[config.mk]
export PLATFORM = sky130hd
export DESIGN_NAME = instruction_fetch_stage
export DESIGN_NICKNAME = d
export VERILOG_FILES = /design/src/rtl/instruction_fetch_stage.sv
export SDC_FILE = /design/constraint.sdc
export NUM_CORES = 1
export LEC_CHECK = 0
export ABC_CLOCK_PERIOD_IN_PS = 3800
export CAP_MARGIN = 20
export CORE_MARGIN = 4
export CORE_UTILIZATION = 40
export DETAILED_ROUTE_END_ITERATION = 10
export PLACE_DENSITY = 0.71
export SLEW_MARGIN = 20
export SYNTH_ARGS = -nofsm -noshare
export SYNTH_HDL_FRONTEND = slang
export SYNTH_SLANG_ARGS = --single-unit
[constraint.sdc]
create_clock -name clk -period 3.8 [get_ports clk]
set_clock_uncertainty 0.2 [all_clocks]
set_input_delay 0.76 -clock clk [delete_from_list [all_inputs] [get_ports clk]]
set_output_delay 0.76 -clock clk [all_outputs]
set_load 0.05 [all_outputs]
[src/rtl/instruction_fetch_stage.sv]
// Instruction fetch stage: PC register, IF/ID pipeline register and fetch counter.
// The instruction memory is shared with data accesses, so a data access turns
// the fetch into a bubble. A taken branch seen on such a cycle is remembered and
// applied on the next real fetch. The instruction fetched on the redirect edge
// is a delay slot and is always delivered.
module instruction_fetch_stage #(
    parameter logic [15:0] RESET_PC  = 16'h0000,
    parameter logic [15:0] PC_STEP   = 16'h0001,
    parameter logic [15:0] NOP_INSTR = 16'b0000100000000000
) (
    input  logic        clk,
    input  logic        rst,
    input  logic        stall_i,
    input  logic        mem_conflict_i,
    input  logic        branch_taken_i,
    input  logic [15:0] branch_target_i,
    input  logic [15:0] instr_i,
    output logic [15:0] pc_o,
    output logic [15:0] ifid_instr_o,
    output logic [15:0] ifid_pc_o,
    output logic        ifid_valid_o,
    output logic [15:0] fetch_count_o
);

    typedef enum logic [1:0] {
        BOOT,
        RUN,
        STALL,
        BUBBLE
    } state_t;

    state_t      state_q, state_d;
    logic [15:0] pc_q, pc_d;
    logic [15:0] ifid_instr_q, ifid_instr_d;
    logic [15:0] ifid_pc_q, ifid_pc_d;
    logic        ifid_valid_q, ifid_valid_d;
    logic [15:0] count_q, count_d;
    logic        redir_pend_q, redir_pend_d;
    logic [15:0] redir_tgt_q, redir_tgt_d;

    // State register: asynchronous reset to BOOT with an empty IF/ID stage.
    // NOTE: sequential state uses non-blocking assignments so every register
    // samples the values from before the edge, independent of statement order.
    always_ff @(posedge clk or negedge rst) begin
        if (!rst) begin
            state_q      <= BOOT;
            pc_q         <= RESET_PC;
            ifid_instr_q <= NOP_INSTR;
            ifid_pc_q    <= 16'h0000;
            ifid_valid_q <= 1'b0;
            count_q      <= 16'h0000;
            redir_pend_q <= 1'b0;
            redir_tgt_q  <= 16'h0000;
        end else begin
            state_q      <= state_d;
            pc_q         <= pc_d;
            ifid_instr_q <= ifid_instr_d;
            ifid_pc_q    <= ifid_pc_d;
            ifid_valid_q <= ifid_valid_d;
            count_q      <= count_d;
            redir_pend_q <= redir_pend_d;
            redir_tgt_q  <= redir_tgt_d;
        end
    end

    // Next-state logic: stall beats memory conflict beats a normal fetch.
    always_comb begin
        // NOTE: every next-state signal defaults to "hold" before the case so no
        // path through the logic leaves one unassigned and infers a latch.
        state_d      = state_q;
        pc_d         = pc_q;
        ifid_instr_d = ifid_instr_q;
        ifid_pc_d    = ifid_pc_q;
        ifid_valid_d = ifid_valid_q;
        count_d      = count_q;
        redir_pend_d = redir_pend_q;
        redir_tgt_d  = redir_tgt_q;

        case (state_q)
            BOOT: begin
                // One settling edge after reset: no fetch, IF/ID stays a bubble.
                state_d = RUN;
            end
            default: begin
                if (stall_i) begin
                    // Everything freezes; decode re-asserts any branch afterwards.
                    state_d = STALL;
                end else if (mem_conflict_i) begin
                    state_d      = BUBBLE;
                    ifid_instr_d = NOP_INSTR;
                    ifid_valid_d = 1'b0;
                    if (branch_taken_i) begin
                        // Latest branch wins if one is already pending.
                        redir_pend_d = 1'b1;
                        redir_tgt_d  = branch_target_i;
                    end
                end else begin
                    state_d      = RUN;
                    ifid_instr_d = instr_i;
                    ifid_pc_d    = pc_q + PC_STEP;
                    ifid_valid_d = 1'b1;
                    count_d      = count_q + 16'h0001;
                    redir_pend_d = 1'b0;
                    if (branch_taken_i) begin
                        pc_d = branch_target_i;
                    end else if (redir_pend_q) begin
                        pc_d = redir_tgt_q;
                    end else begin
                        pc_d = pc_q + PC_STEP;
                    end
                end
            end
        endcase
    end

    assign pc_o          = pc_q;
    assign ifid_instr_o  = ifid_instr_q;
    assign ifid_pc_o     = ifid_pc_q;
    assign ifid_valid_o  = ifid_valid_q;
    assign fetch_count_o = count_q;

endmodule

After elaboration in Yosys (flattened, before gate mapping):

Index checks and enable logic that the tools add are counted.

* $add $sub $neg: 2
* equality and inequality tests: 1
* mux-type cells: 9
* bitwise logic cells: 3
* reduce and logical (&&, ||, !) cells: 5

Operator list (count)
* 16-bit two-way mux: 3
* 16-bit by 1-bit adder with 16-bit output, second input constant: 2
* 2-bit two-way mux: 3
* 3-bit AND reduction: 2
* 4-bit AND reduction: 1
* 1-bit two-way mux: 3
* 1-bit NOT: 3
* 2-bit zero test: 1
* 2-bit by 1-bit != test with 1-bit output, second input constant: 1
* 2-bit AND reduction: 1

* flip-flop bits (word level): 84
* output and inout port bits: 65

Depth between registers and ports, before layout:

Gate-level depths: netlist (run 1).

* depth after elaboration: 3
* depth in mapped cells: 6
* mapped depth without buffers: 5

Worst setup path before layout (run 1):

Ideal clock, no wire load.

* kind: input to register
* from: in stall_i
* to: reg redir_tgt_q[10]
* arrival: 1.951 ns
* required time: 3.475 ns
* path slack: 1.524 ns
* stages: 5
* path buffers: 2
* path through: o21bai_1 buf_2 nor2_2 buf_2 mux2_2

* longest elaborated chain between the ends: 2

Ends and longest elaborated chain
* from (decl): RTL line 13 `input logic stall_i,`
* 1-bit NOT (no source line)
* 4-bit AND reduction (no source line)
* to (signal assigned): RTL line 62 `redir_tgt_q <= redir_tgt_d;`
* to (decl): RTL line 39 `logic [15:0] redir_tgt_q, redir_tgt_d;`

Every way passes these cells.
A chain may end at the register's enable or synchronous reset.

Worst setup path in the final report (run 1):

* from: reg pc_q[5], in the netlist pc_o[5]
* to: out pc_o[5]

RTL lines
* from (decl): RTL line 33 `logic [15:0] pc_q, pc_d;`
* from (signal assigned): RTL line 56 `pc_q <= pc_d;`
* to (decl): RTL line 18 `output logic [15:0] pc_o,`

No word-level cell between the ends.

==> results.md, run 1 <==
* Ordered cell list for the critical path: clkdlybuf4s50_1
* Setup TNS at 0 ns
* DRC violation count after routing at 0
* Count of buffers inserted at the top-level ports at 101
* Number of hold violations in the final report at 0
* Post-placement worst setup slack at 0.728 ns
* Hold slack final at 0.251 ns
* Cell leakage power at 2.13 nW
* Delay-heaviest family, CP: buffers and inverters
* Measured slew at the worst slew-check pin at 0.911 ns
* Netlist Area Pre-Place at 3860 um^2
* Number of clock sinks seen by CTS at 84
* Clk buf depth at 2
* Final setup vio count at 0
* Global placement routability congestion at 0.817
* Dominant combinational cell family by area after synthesis: compound AO/OA/AOI/OAI gates
* CP max FO at 11
* PostCTS Resize Cnt at 0
* Slowest stage cell on the critical path: sky130_fd_sc_hd__clkdlybuf4s50_1
* Path type of the worst min-delay path: input pin to asynchronous set/reset pin
* Area share of xor/xnor cells in the synthesized design at 5.90%
* Detailed-placement wirelength estimate at 6570 um
* Fraction of the cycle the final worst path needs at 72.9%
* Number of synthesis warnings at 0
* Clock root cell: sky130_fd_sc_hd__clkbuf_8
* Residual antenna-violating net count after detailed routing at 0
* Complex-gate fraction of the synthesized area at 15.4%
* Vertical extent of the die at 106 um
* Register area share after synthesis at 54.5%
* Status: finished clean
* Number of cells produced by synthesis at 364
* Synthesis-to-layout area growth at 34.5%
* Required time of the critical path at 2.84 ns
* Peak VDD IR at 220 uV
* Max-cap check violation count at 0
* Register bit count reported by yosys at 84
* Relative contribution of combinational cells to total power at 36.7%
* Width of the chip at 106 um
* Critical Path Source Type: flop
* Multiplexer area fraction after synthesis at 4.86%
* # placed instances at 574
* Post-CTS setup buffer count at 0
* First-pass GRT wire length at 16100 um
* Sequential fraction of design power at 41.3%
* Delay of the slowest critical-path stage at 0.88 ns
* First-pass iteration count of the detailed router at 4
* Number of DRC markers after the initial detailed-route iteration at 198
* Fraction of synthesized cell area taken by the top area cell type at 53.8%
* # rows at 35
* Pins over their slew limit at 0
* Count of boundary I/O pins at 102
* Worst setup margin at 1.03 ns
* Commonest register cell after synthesis: sky130_fd_sc_hd__dfrtp_1
* Unrepaired setup endpoints after global routing: no
* Max Clk Rate at 361 MHz
* CTS buffer count at 9
* Core region area at 9330 um^2
* CTS tree: built
* Global routing usage summed across all routing layers at 17.6%
* Vias per Instance at 5.34
* Synth top area cells: sky130_fd_sc_hd__dfrtp_1 (54%), sky130_fd_sc_hd__nand2_1 (4.7%), sky130_fd_sc_hd__xnor2_1 (4.3%), sky130_fd_sc_hd__mux2_2 (4.1%), sky130_fd_sc_hd__a22o_1 (3.6%)
* Buf/Inv on CP at 1
* P_int at 1.81 mW
* CTS HTree Levels at 3
* Net count of the finished layout at 495
* Total congestion overflow at 0
* Met2 track demand over resource at 27.6%
* Library cell with the largest summed area after synthesis: sky130_fd_sc_hd__dfrtp_1
* Total Die Area at 11300 um^2
* Slew Limit Headroom at 39.3%
* Ant. Diodes at 0
* Switching pwr at 1.22 mW
* Hold buffer count at CTS at 0
* Crit path kind: flop to output pin
* Worst EP arrival at 1.81 ns
* Simple logic cell fraction of the synthesized area at 15.4%
* Vias after detailed routing at 3151
* Largest net degree at the start of global routing at 85
* Fraction of layout cells with a size suffix above 1 at 10.4%
* Switching power as a share of total power at 40.3%
* Effective utilization at floorplan at 41.4%
* Clk network pwr share at 22.0%
* Post-Synthesis Net Count at 403
* Cell types with the highest counts after synthesis: sky130_fd_sc_hd__dfrtp_1 (83), sky130_fd_sc_hd__nand2_1 (48), sky130_fd_sc_hd__o21ai_0 (23)
* Final total power at 3.03 mW
* Cell with the most instances after synthesis: sky130_fd_sc_hd__dfrtp_1
* Power per unit of standard cell area at 583 nW/um^2
* Nature of the critical path endpoint: output pin
* Met3 routing resource usage after global routing at 4.37%
* Vias in the first global route at 3187
* Routed WL per cell at 16.4 um
* Final Non-Filler Cells at 590
* Min cycle time layout at 2.77 ns
* Post-synth EDFFs at 0
* Number of different library cells in the post-synthesis netlist at 55
* Busiest layer in global routing: met2
* Register-to-Register Setup Slack at 1.61 ns
* Initial antenna violation count at 0
* Adder and majority cell fraction of the synthesized area at 0.648%
* Total Wirelength at 9660 um
* Skew-Pair Late Insertion Delay at 0.35 ns
* Worst-path clk slew at 0.09 ns
* Fraction of registers with async set or reset after synthesis at 100%
* Synthesized area divided by synthesized cell count at 10.6 um^2
* Met1 Resource Use GR at 23.5%
## power by group through the flow
stage | clock network, mW | registers [mW] | logic (mW)
6_report | 0.667 | 1.25 | 1.11
5_1_grt | 0.717 | 1.28 | 1.19
4_1_cts | 0.681 | 1.25 | 1.12
3_5_place_dp | 0 | 1.27 | 1.12
3_3_place_gp | 0 | 1.26 | 1.10
2_1_floorplan | 0 | 1.66 | 0.303
## state kept, by name, indices dropped and copies added, names as in the netlist
signal,cells
ifid_instr_o,16
ifid_valid_o,1
ifid_pc_o,16
redir_pend_q,1
state_q,2
pc_o,16
redir_tgt_q,16
fetch_count_o,16
## layout by cell type (no fill, tap or decap), drive strengths merged, types with 3 or more instances in the layout
cell / netlist / routed
clkdlybuf4s50: 0 / 100
dfrtp: 83 / 83
nand2: 48 / 48
o21ai: 26 / 26
xnor2: 19 / 19
a22o: 16 / 16
mux2: 14 / 14
nand3: 14 / 14
a21oi: 12 / 12
clkbuf: 19 / 11
nor3: 11 / 11
nand4: 10 / 10
nor2: 10 / 10
xor2: 7 / 7
inv: 7 / 7
buf: 7 / 7
nor4: 6 / 6
and3: 4 / 4
nor2b: 4 / 4
o2bb2ai: 3 / 3
a22oi: 3 / 3
mux2i: 3 / 3
and4: 3 / 3
clkinv: 0 / 3
## worst paths after layout
| path | start | end | cells past startpoint |
|---|---|---|---|
| min in group clk | ifid_instr_o[11] | ifid_instr_o[11] | 2 |
| max | pc_o[5] | pc_o[5] | 1 |
| min | rst | ifid_pc_o[7] | 1 |
| max in group asynchronous | rst | redir_tgt_q[15] | 1 |
| max reg2reg | redir_pend_q | pc_o[15] | 4 |
| min reg2reg | ifid_instr_o[11] | ifid_instr_o[11] | 2 |
## cells by family (layout without fill, tap and decap cells)
kind of cell	Yosys count	in the layout
AOI/OAI and AO/OA	85	85
xor gates and xnor gates	26	26
adders and majority gates	2	2
buffers and inverters	33	130
DFF	84	84
muxes	17	17
and+or+nand+nor	117	117
## layer usage
metal	up-vias	wire length [um]	part of all wire [%]
met5	-	0	0
met4	0	189	2.0
met3	13	727	7.5
met2	102	4490	46
met1	1542	4250	44
li1	1494	-	-
## stage by stage
step,area [um^2],util [%]
after floorplan,3860,-
after global placement,4980,53.4
after detailed placement,4980,53.4
after CTS,5190,55.7
after global routing,5190,55.7
final,5190,55.7
## layout make-up
cell class,count,area [um^2]
fillers,837,4130
flip-flops and latches,84,2100
multi-input cells,247,1640
repair buffers,107,1060
well taps,129,161
clock buffers,11,151
clock inverters,5,60.1
inverters,7,26.3
Note: power is estimated with default switching activity, not from simulation.
==> inputs of run 2 (changes only) <==
--- a/config.mk
+++ b/config.mk
@@ -5,12 +5,12 @@
 export SDC_FILE = /design/constraint.sdc
 export NUM_CORES = 1
 export LEC_CHECK = 0
-export ABC_CLOCK_PERIOD_IN_PS = 3800
+export ABC_CLOCK_PERIOD_IN_PS = 2200
 export CAP_MARGIN = 20
 export CORE_MARGIN = 4
 export CORE_UTILIZATION = 40
 export DETAILED_ROUTE_END_ITERATION = 10
-export PLACE_DENSITY = 0.71
+export PLACE_DENSITY = 0.73
 export SLEW_MARGIN = 20
 export SYNTH_ARGS = -nofsm -noshare
 export SYNTH_HDL_FRONTEND = slang
==> constraint.sdc (replaced) <==
create_clock -name clk -period 2.2 [get_ports clk]
set_clock_uncertainty 0.2 [all_clocks]
set_input_delay 0.44 -clock clk [delete_from_list [all_inputs] [get_ports clk]]
set_output_delay 0.44 -clock clk [all_outputs]
set_load 0.05 [all_outputs]
==> results.md, run 2 (synthesized netlist as in run 1, its figures left out) <==
* Effective utilization at floorplan at 41.4% (unchanged)
* Fraction of the cycle the final worst path needs at 98.8%
* Final setup vio count at 0 (unchanged)
* Vias in the first global route at 3242 (+1.7%)
* Number of clock sinks seen by CTS at 84 (unchanged)
* Clock root cell: sky130_fd_sc_hd__clkbuf_8
* CTS buffer count at 9 (unchanged)
* Max Clk Rate at 460 MHz
* Cell leakage power at 2.45 nW (+15%)
* Routed WL per cell at 16.5 um (+0.53%)
* Instance area at placement at 5130 um^2 (+3.0%)
* Worst-path clk slew at 0.09 ns (about the same)
* Nature of the critical path endpoint: output pin
* # placed instances at 601 (+4.7%)
* Detailed-placement wirelength estimate at 7380 um (+12%)
* First-pass iteration count of the detailed router at 5 (+1)
* CTS tree: built
* Required time of the critical path at 1.56 ns (-1.28 ns)
* Residual antenna-violating net count after detailed routing at 0 (unchanged)
* Unrepaired setup endpoints after global routing: no
* CP max FO at 2 (-9)
* Total Wirelength at 10200 um (+5.3%)
* Power per unit of standard cell area at 995 nW/um^2 (+71%)
* Width of the chip at 106 um (unchanged)
* Vias per Instance at 5.38 (+0.68%)
* Ordered cell list for the critical path: clkdlybuf4s50_1
* Hold slack final at 0.267 ns (+0.0159 ns)
* Delay of the slowest critical-path stage at 0.81 ns (-0.07 ns)
* Measured slew at the worst slew-check pin at 0.576 ns (-0.335 ns)
* Vertical extent of the die at 106 um (unchanged)
* Ant. Diodes at 0 (unchanged)
* Met1 Resource Use GR at 25.4% (+1.9 points)
* Final total power at 5.34 mW (+76%)
* Post-route standard cell area excluding fillers at 5370 um^2 (+3.3%)
* DRC violation count after routing at 0 (unchanged)
* Peak VDD IR at 478 uV (+120%)
* Slowest stage cell on the critical path: sky130_fd_sc_hd__clkdlybuf4s50_1
* Clk buf depth at 2 (unchanged)
* Largest net degree at the start of global routing at 38 (-55%)
* Fraction of layout cells with a size suffix above 1 at 21.7% (+11 points)
* Commonest non-fill, non-tap cell in the layout: sky130_fd_sc_hd__dfrtp_1
* Max-cap check violation count at 0 (unchanged)
* Global routing usage summed across all routing layers at 18.0% (+0.38 points)
* Slew Limit Headroom at 61.3% (+22 points)
* Met3 routing resource usage after global routing at 3.16% (-1.2 points)
* Worst EP arrival at 1.53 ns (-0.28 ns)
* Final Non-Filler Cells at 618 (+4.7%)
* Core region area at 9330 um^2 (unchanged)
* Number of hold violations in the final report at 0 (unchanged)
* First-pass GRT wire length at 16400 um (+2.2%)
* Skew-Pair Late Insertion Delay at 0.35 ns (about the same)
* CTS HTree Levels at 3 (unchanged)
* Pins over their slew limit at 0 (unchanged)
* Initial antenna violation count at 0 (unchanged)
* # rows at 35 (unchanged)
* Net count of the finished layout at 523 (+5.7%)
* Busiest layer in global routing: met2
* Delay-heaviest family, CP: buffers and inverters
* Fill cell instance count of the final layout at 815 (-2.6%)
* Global placement routability congestion at 0.843 (+3.1%)
* Count of buffers inserted at the top-level ports at 101 (unchanged)
* Synthesis-to-layout area growth at 38.9%
* Crit path kind: flop to output pin
* Met2 track demand over resource at 27.7% (+0.045 points)
* Vias after detailed routing at 3323 (+5.5%)
* Min cycle time layout at 2.17 ns
* Total Die Area at 11300 um^2 (unchanged)
* Count of boundary I/O pins at 102 (unchanged)
* Buf/Inv on CP at 1 (unchanged)
* Path type of the worst min-delay path: flop to flop
* Most used cells in the layout excluding fill and tap cells: sky130_fd_sc_hd__dfrtp_1 (79), sky130_fd_sc_hd__buf_4 (62), sky130_fd_sc_hd__clkdlybuf4s50_1 (56)
* Total congestion overflow at 0 (unchanged)
* Critical Path Source Type: flop
* Number of DRC markers after the initial detailed-route iteration at 185 (-6.6%)
* Setup TNS at 0 ns (unchanged)
* Status: finished clean
run 2: cell types whose count changed in the layout (fill, tap and decap cells not counted), sizes merged:
cell | before | now
bufinv | 1 | 2
buf | 7 | 63
clkdlybuf4s50 | 100 | 56
dlymetal6s2s | 0 | 8
clkbuf | 11 | 12
clkinv | 3 | 1
dlygate4sd3 | 0 | 1
dlygate4sd2 | 0 | 7
run 2: per-stage QoR:
stage	utilization (%)	setup slack, ns
after global routing	57.5	0.000915
after detailed placement	55.0	-0.0867
after floorplan	-	0.0714
after CTS	57.3	0.00986
final	57.5	0.0274
after global placement	55.0	-0.0350
run 2: routing by layer:
layer,up-vias,share of wire (%)
li1,1554,-
met1,1635,45
met2,113,48
met3,21,5.3
met4,0,1.6
met5,-,0
run 2: layout make-up:
class | instances | area (um^2) | share of cell area, %
Sequential cell | 84 | 2110 | 39.3
Tap cell | 129 | 161 | 3.01
Multi-Input combinational cell | 247 | 1640 | 30.5
Timing Repair Buffer | 135 | 1220 | 22.7
Inverter | 7 | 26.3 | 0.490
Clock buffer | 12 | 145 | 2.70
Clock inverter | 4 | 72.6 | 1.35
run 2: final timing paths:
path                                   from                 to  slack [ns]  depth (start not counted)
hold reg to reg            ifid_instr_o[11]   ifid_instr_o[11]        0.27                          2
hold / removal             ifid_instr_o[11]   ifid_instr_o[11]        0.27                          2
setup reg to reg                    pc_o[2]           pc_o[11]        0.17                          4
max in group asynchronous               rst            pc_o[5]        0.82                          3
setup / recovery            ifid_instr_o[2]    ifid_instr_o[2]        0.03                          1
min in group asynchronous               rst  fetch_count_o[12]        0.33                          2
run 2: timing repair:
| item | CTS | global route |
|---|---|---|
| buffers inserted | 0 | 0 |
| hold buffers | 1 | 0 |
| endpoints found under the hold margin | 24 | 0 |
| cloned | 0 | 0 |
| resized for setup | 7 | 8 |
| endpoints found under the setup margin | 7 | 8 |
run 2: report_power, final:
| part | switching (mW) | internal, mW |
|---|---|---|
| registers | 0.281 | 1.84 |
| clock network | 0.547 | 0.670 |
| logic | 1.29 | 0.709 |
==> inputs of run 3 (changes only) <==
--- a/config.mk
+++ b/config.mk
@@ -7,10 +7,10 @@
 export LEC_CHECK = 0
 export ABC_CLOCK_PERIOD_IN_PS = 2200
 export CAP_MARGIN = 20
-export CORE_MARGIN = 4
-export CORE_UTILIZATION = 40
+export CORE_MARGIN = 10
+export CORE_UTILIZATION = 44
 export DETAILED_ROUTE_END_ITERATION = 10
-export PLACE_DENSITY = 0.73
+export PLACE_DENSITY = 0.79
 export SLEW_MARGIN = 20
 export SYNTH_ARGS = -nofsm -noshare
 export SYNTH_HDL_FRONTEND = slang
==> results.md, run 3 (synthesized netlist as in run 1, its figures left out) <==
* Status: finished clean
* Met2 wire len at 4900 um (+0.97%)
* Clk buf depth at 2 (unchanged)
* Ordered cell list for the critical path: clkdlybuf4s50_1
* Number of clock sinks seen by CTS at 84 (unchanged)
* Most used cells in the layout excluding fill and tap cells: sky130_fd_sc_hd__dfrtp_1 (79), sky130_fd_sc_hd__buf_4 (67), sky130_fd_sc_hd__nand2_1 (48)
* Fraction of layout cells with a size suffix above 1 at 23.7% (+2.0 points)
* Ant. Diodes at 0 (unchanged)
* Pins over their slew limit at 0 (unchanged)
* Clk network pwr share at 24.6% (+1.8 points)
* Worst EP arrival at 1.53 ns (about the same)
* Max-cap check violation count at 0 (unchanged)
* Path type of the worst min-delay path: flop to flop
* Total congestion overflow at 0 (unchanged)
* CTS HTree Levels at 3 (unchanged)
* Measured slew at the worst slew-check pin at 0.534 ns (-0.0415 ns)
* Slew Limit Headroom at 64.3% (+3.1 points)
* Power per unit of standard cell area at 1020 nW/um^2 (+2.9%)
* Post-CTS setup buffer count at 0 (unchanged)
* Unrepaired setup endpoints after global routing: no
* Initial antenna violation count at 0 (unchanged)
* Crit path kind: flop to output pin
* Switching power as a share of total power at 39.3% (-0.43 points)
* Number of DRC markers after the initial detailed-route iteration at 216 (+17%)
* Detailed-placement wirelength estimate at 7930 um (+7.3%)
* CTS buffer count at 9 (unchanged)
* Vertical extent of the die at 114 um (+7.0%)
* First-pass iteration count of the detailed router at 7 (+2)
* Sequential fraction of design power at 39.4% (-0.3 points)
* Hold slack final at 0.265 ns (-0.00207 ns)
* Buf/Inv on CP at 1 (unchanged)
* Total Die Area at 12900 um^2 (+14%)
* Final setup vio count at 0 (unchanged)
* Critical Path Source Type: flop
* Nature of the critical path endpoint: output pin
* Delay of the slowest critical-path stage at 0.81 ns (about the same)
* Residual antenna-violating net count after detailed routing at 0 (unchanged)
* Max Clk Rate at 460 MHz (about the same)
* Total Wirelength at 10400 um (+2.2%)
* Vias per Instance at 5.52 (+2.6%)
* Commonest non-fill, non-tap cell in the layout: sky130_fd_sc_hd__dfrtp_1
* Critical register-to-register path endpoint: pc_o[11]
* Global routing usage summed across all routing layers at 16.0% (-2.0 points)
* Fraction of the cycle the final worst path needs at 98.7% (about the same)
* CTS tree: built
* Cell leakage power at 2.48 nW (+0.95%)
* DRC violation count after routing at 0 (unchanged)
* Routed WL per cell at 17.6 um (+7.0%)
* Worst-case reg-to-reg path depth at 4 (unchanged)
* Worst hold start: ifid_instr_o[11]
* Highest routed metal layer: met4
* Met3 wire len at 747 um (+40%)
* Hold Path End: ifid_instr_o[11]
* Relative contribution of combinational cells to total power at 35.9% (-1.6 points)
* Count of boundary I/O pins at 102 (unchanged)
* Vias in the first global route at 3302 (+1.9%)
* Skew-Pair Late Insertion Delay at 0.35 ns (about the same)
* Synthesis-to-layout area growth at 37.5%
* Core region area at 8640 um^2 (-7.4%)
* Post-placement worst setup slack at -0.0797 ns (+0.00702 ns)
* Largest net degree at the start of global routing at 36 (-5.3%)
* Slowest stage cell on the critical path: sky130_fd_sc_hd__clkdlybuf4s50_1
* Width of the chip at 114 um (+7.0%)
* Number of hold violations in the final report at 0 (unchanged)
* Delay-heaviest family, CP: buffers and inverters
* Hold Path Depth at 2 (unchanged)
* Required time of the critical path at 1.56 ns (about the same)
* Post-route met1 wirelength at 4550 um (-1.4%)
* Clock root cell: sky130_fd_sc_hd__clkbuf_8
* Worst-path clk slew at 0.09 ns (about the same)
* P_int at 3.30 mW (+2.5%)
* Setup TNS at 0 ns (unchanged)
* Worst r2r src: pc_o[4]
* First-pass GRT wire length at 16900 um (+3.1%)
* Min cycle time layout at 2.17 ns (-0.000298 ns)
* Count of buffers inserted at the top-level ports at 101 (unchanged)
* Vias after detailed routing at 3254 (-2.1%)
* Net count of the finished layout at 516 (-1.3%)
* Worst setup margin at 0.0277 ns (+0.000298 ns)
* Peak VDD IR at 416 uV (-13%)
* Effective utilization at floorplan at 44.7% (+3.3 points)
* Register-to-Register Setup Slack at 0.11 ns (-0.06 ns)
* # rows at 34 (-2.9%)
* CP max FO at 2 (unchanged)
* Switching pwr at 2.14 mW (+0.73%)
* Global placement routability congestion at 0.873 (+3.6%)
==> run 3: cell types whose count changed in the layout (fill, tap and decap cells not counted), sizes merged, moves of 2 or more <==
cell,change
dlymetal6s2s,+3
clkbuf,-2
dlygate4sd2,-5
buf,+6
clkdlybuf4s50,-11
==> run 3: timing repair <==
item	CTS	global route
hold buffers	1	0
gates resized for setup	2	11
setup endpoints to repair	2	11
pin swaps	0	0
hold endpoints to repair	32	0
==> run 3: metrics by stage <==
step	total power [mW]	area (um^2)	utilization [%]	std cells
2_1_floorplan	3.39	3870	-	364
3_3_place_gp	4.10	5030	58.2	573
3_5_place_dp	4.15	5030	58.2	573
4_1_cts	5.47	5290	61.2	590
5_1_grt	5.69	5310	61.5	590
6_report	5.44	5310	61.5	590
==> run 3: area by class of cell <==
class / instances / area [um^2]
clock buffer: 10 / 138
clock inverter: 6 / 111
fill: 715 / 3320
inverter: 7 / 26.3
multi-input combinational: 247 / 1640
sequential: 84 / 2110
tap: 108 / 135
timing repair buffer: 128 / 1160
==> run 3: worst max path at each step <==
stage	startpoint	end	slack [ns]	cells after the start
after floorplan	pc_o[3]	pc_o[11]	0.07	5
after global placement	stall_i	pc_o[10]	-0.05	6
after detailed placement	stall_i	redir_tgt_q[12]	-0.08	6
after CTS	ifid_instr_o[13]	ifid_instr_o[13]	0.01	1
after global routing	ifid_instr_o[13]	ifid_instr_o[13]	0.00005	1
final	ifid_instr_o[13]	ifid_instr_o[13]	0.03	1
==> run 3: power groups by stage <==
| stage | logic, mW | clock network [mW] | registers (mW) |
|---|---|---|---|
| 2_1_floorplan | 0.523 | 0 | 2.87 |
| 3_3_place_gp | 1.94 | 0 | 2.15 |
| 3_5_place_dp | 1.98 | 0 | 2.17 |
| 4_1_cts | 1.98 | 1.35 | 2.14 |
| 5_1_grt | 2.08 | 1.41 | 2.19 |
| 6_report | 1.95 | 1.34 | 2.14 |
==> run 3: routing by layer <==
metal,global-route usage (%),vias up
li1,-,1540
met1,20.9,1583
met2,25.2,120
met3,3.52,11
met4,6.68,0
met5,0,-
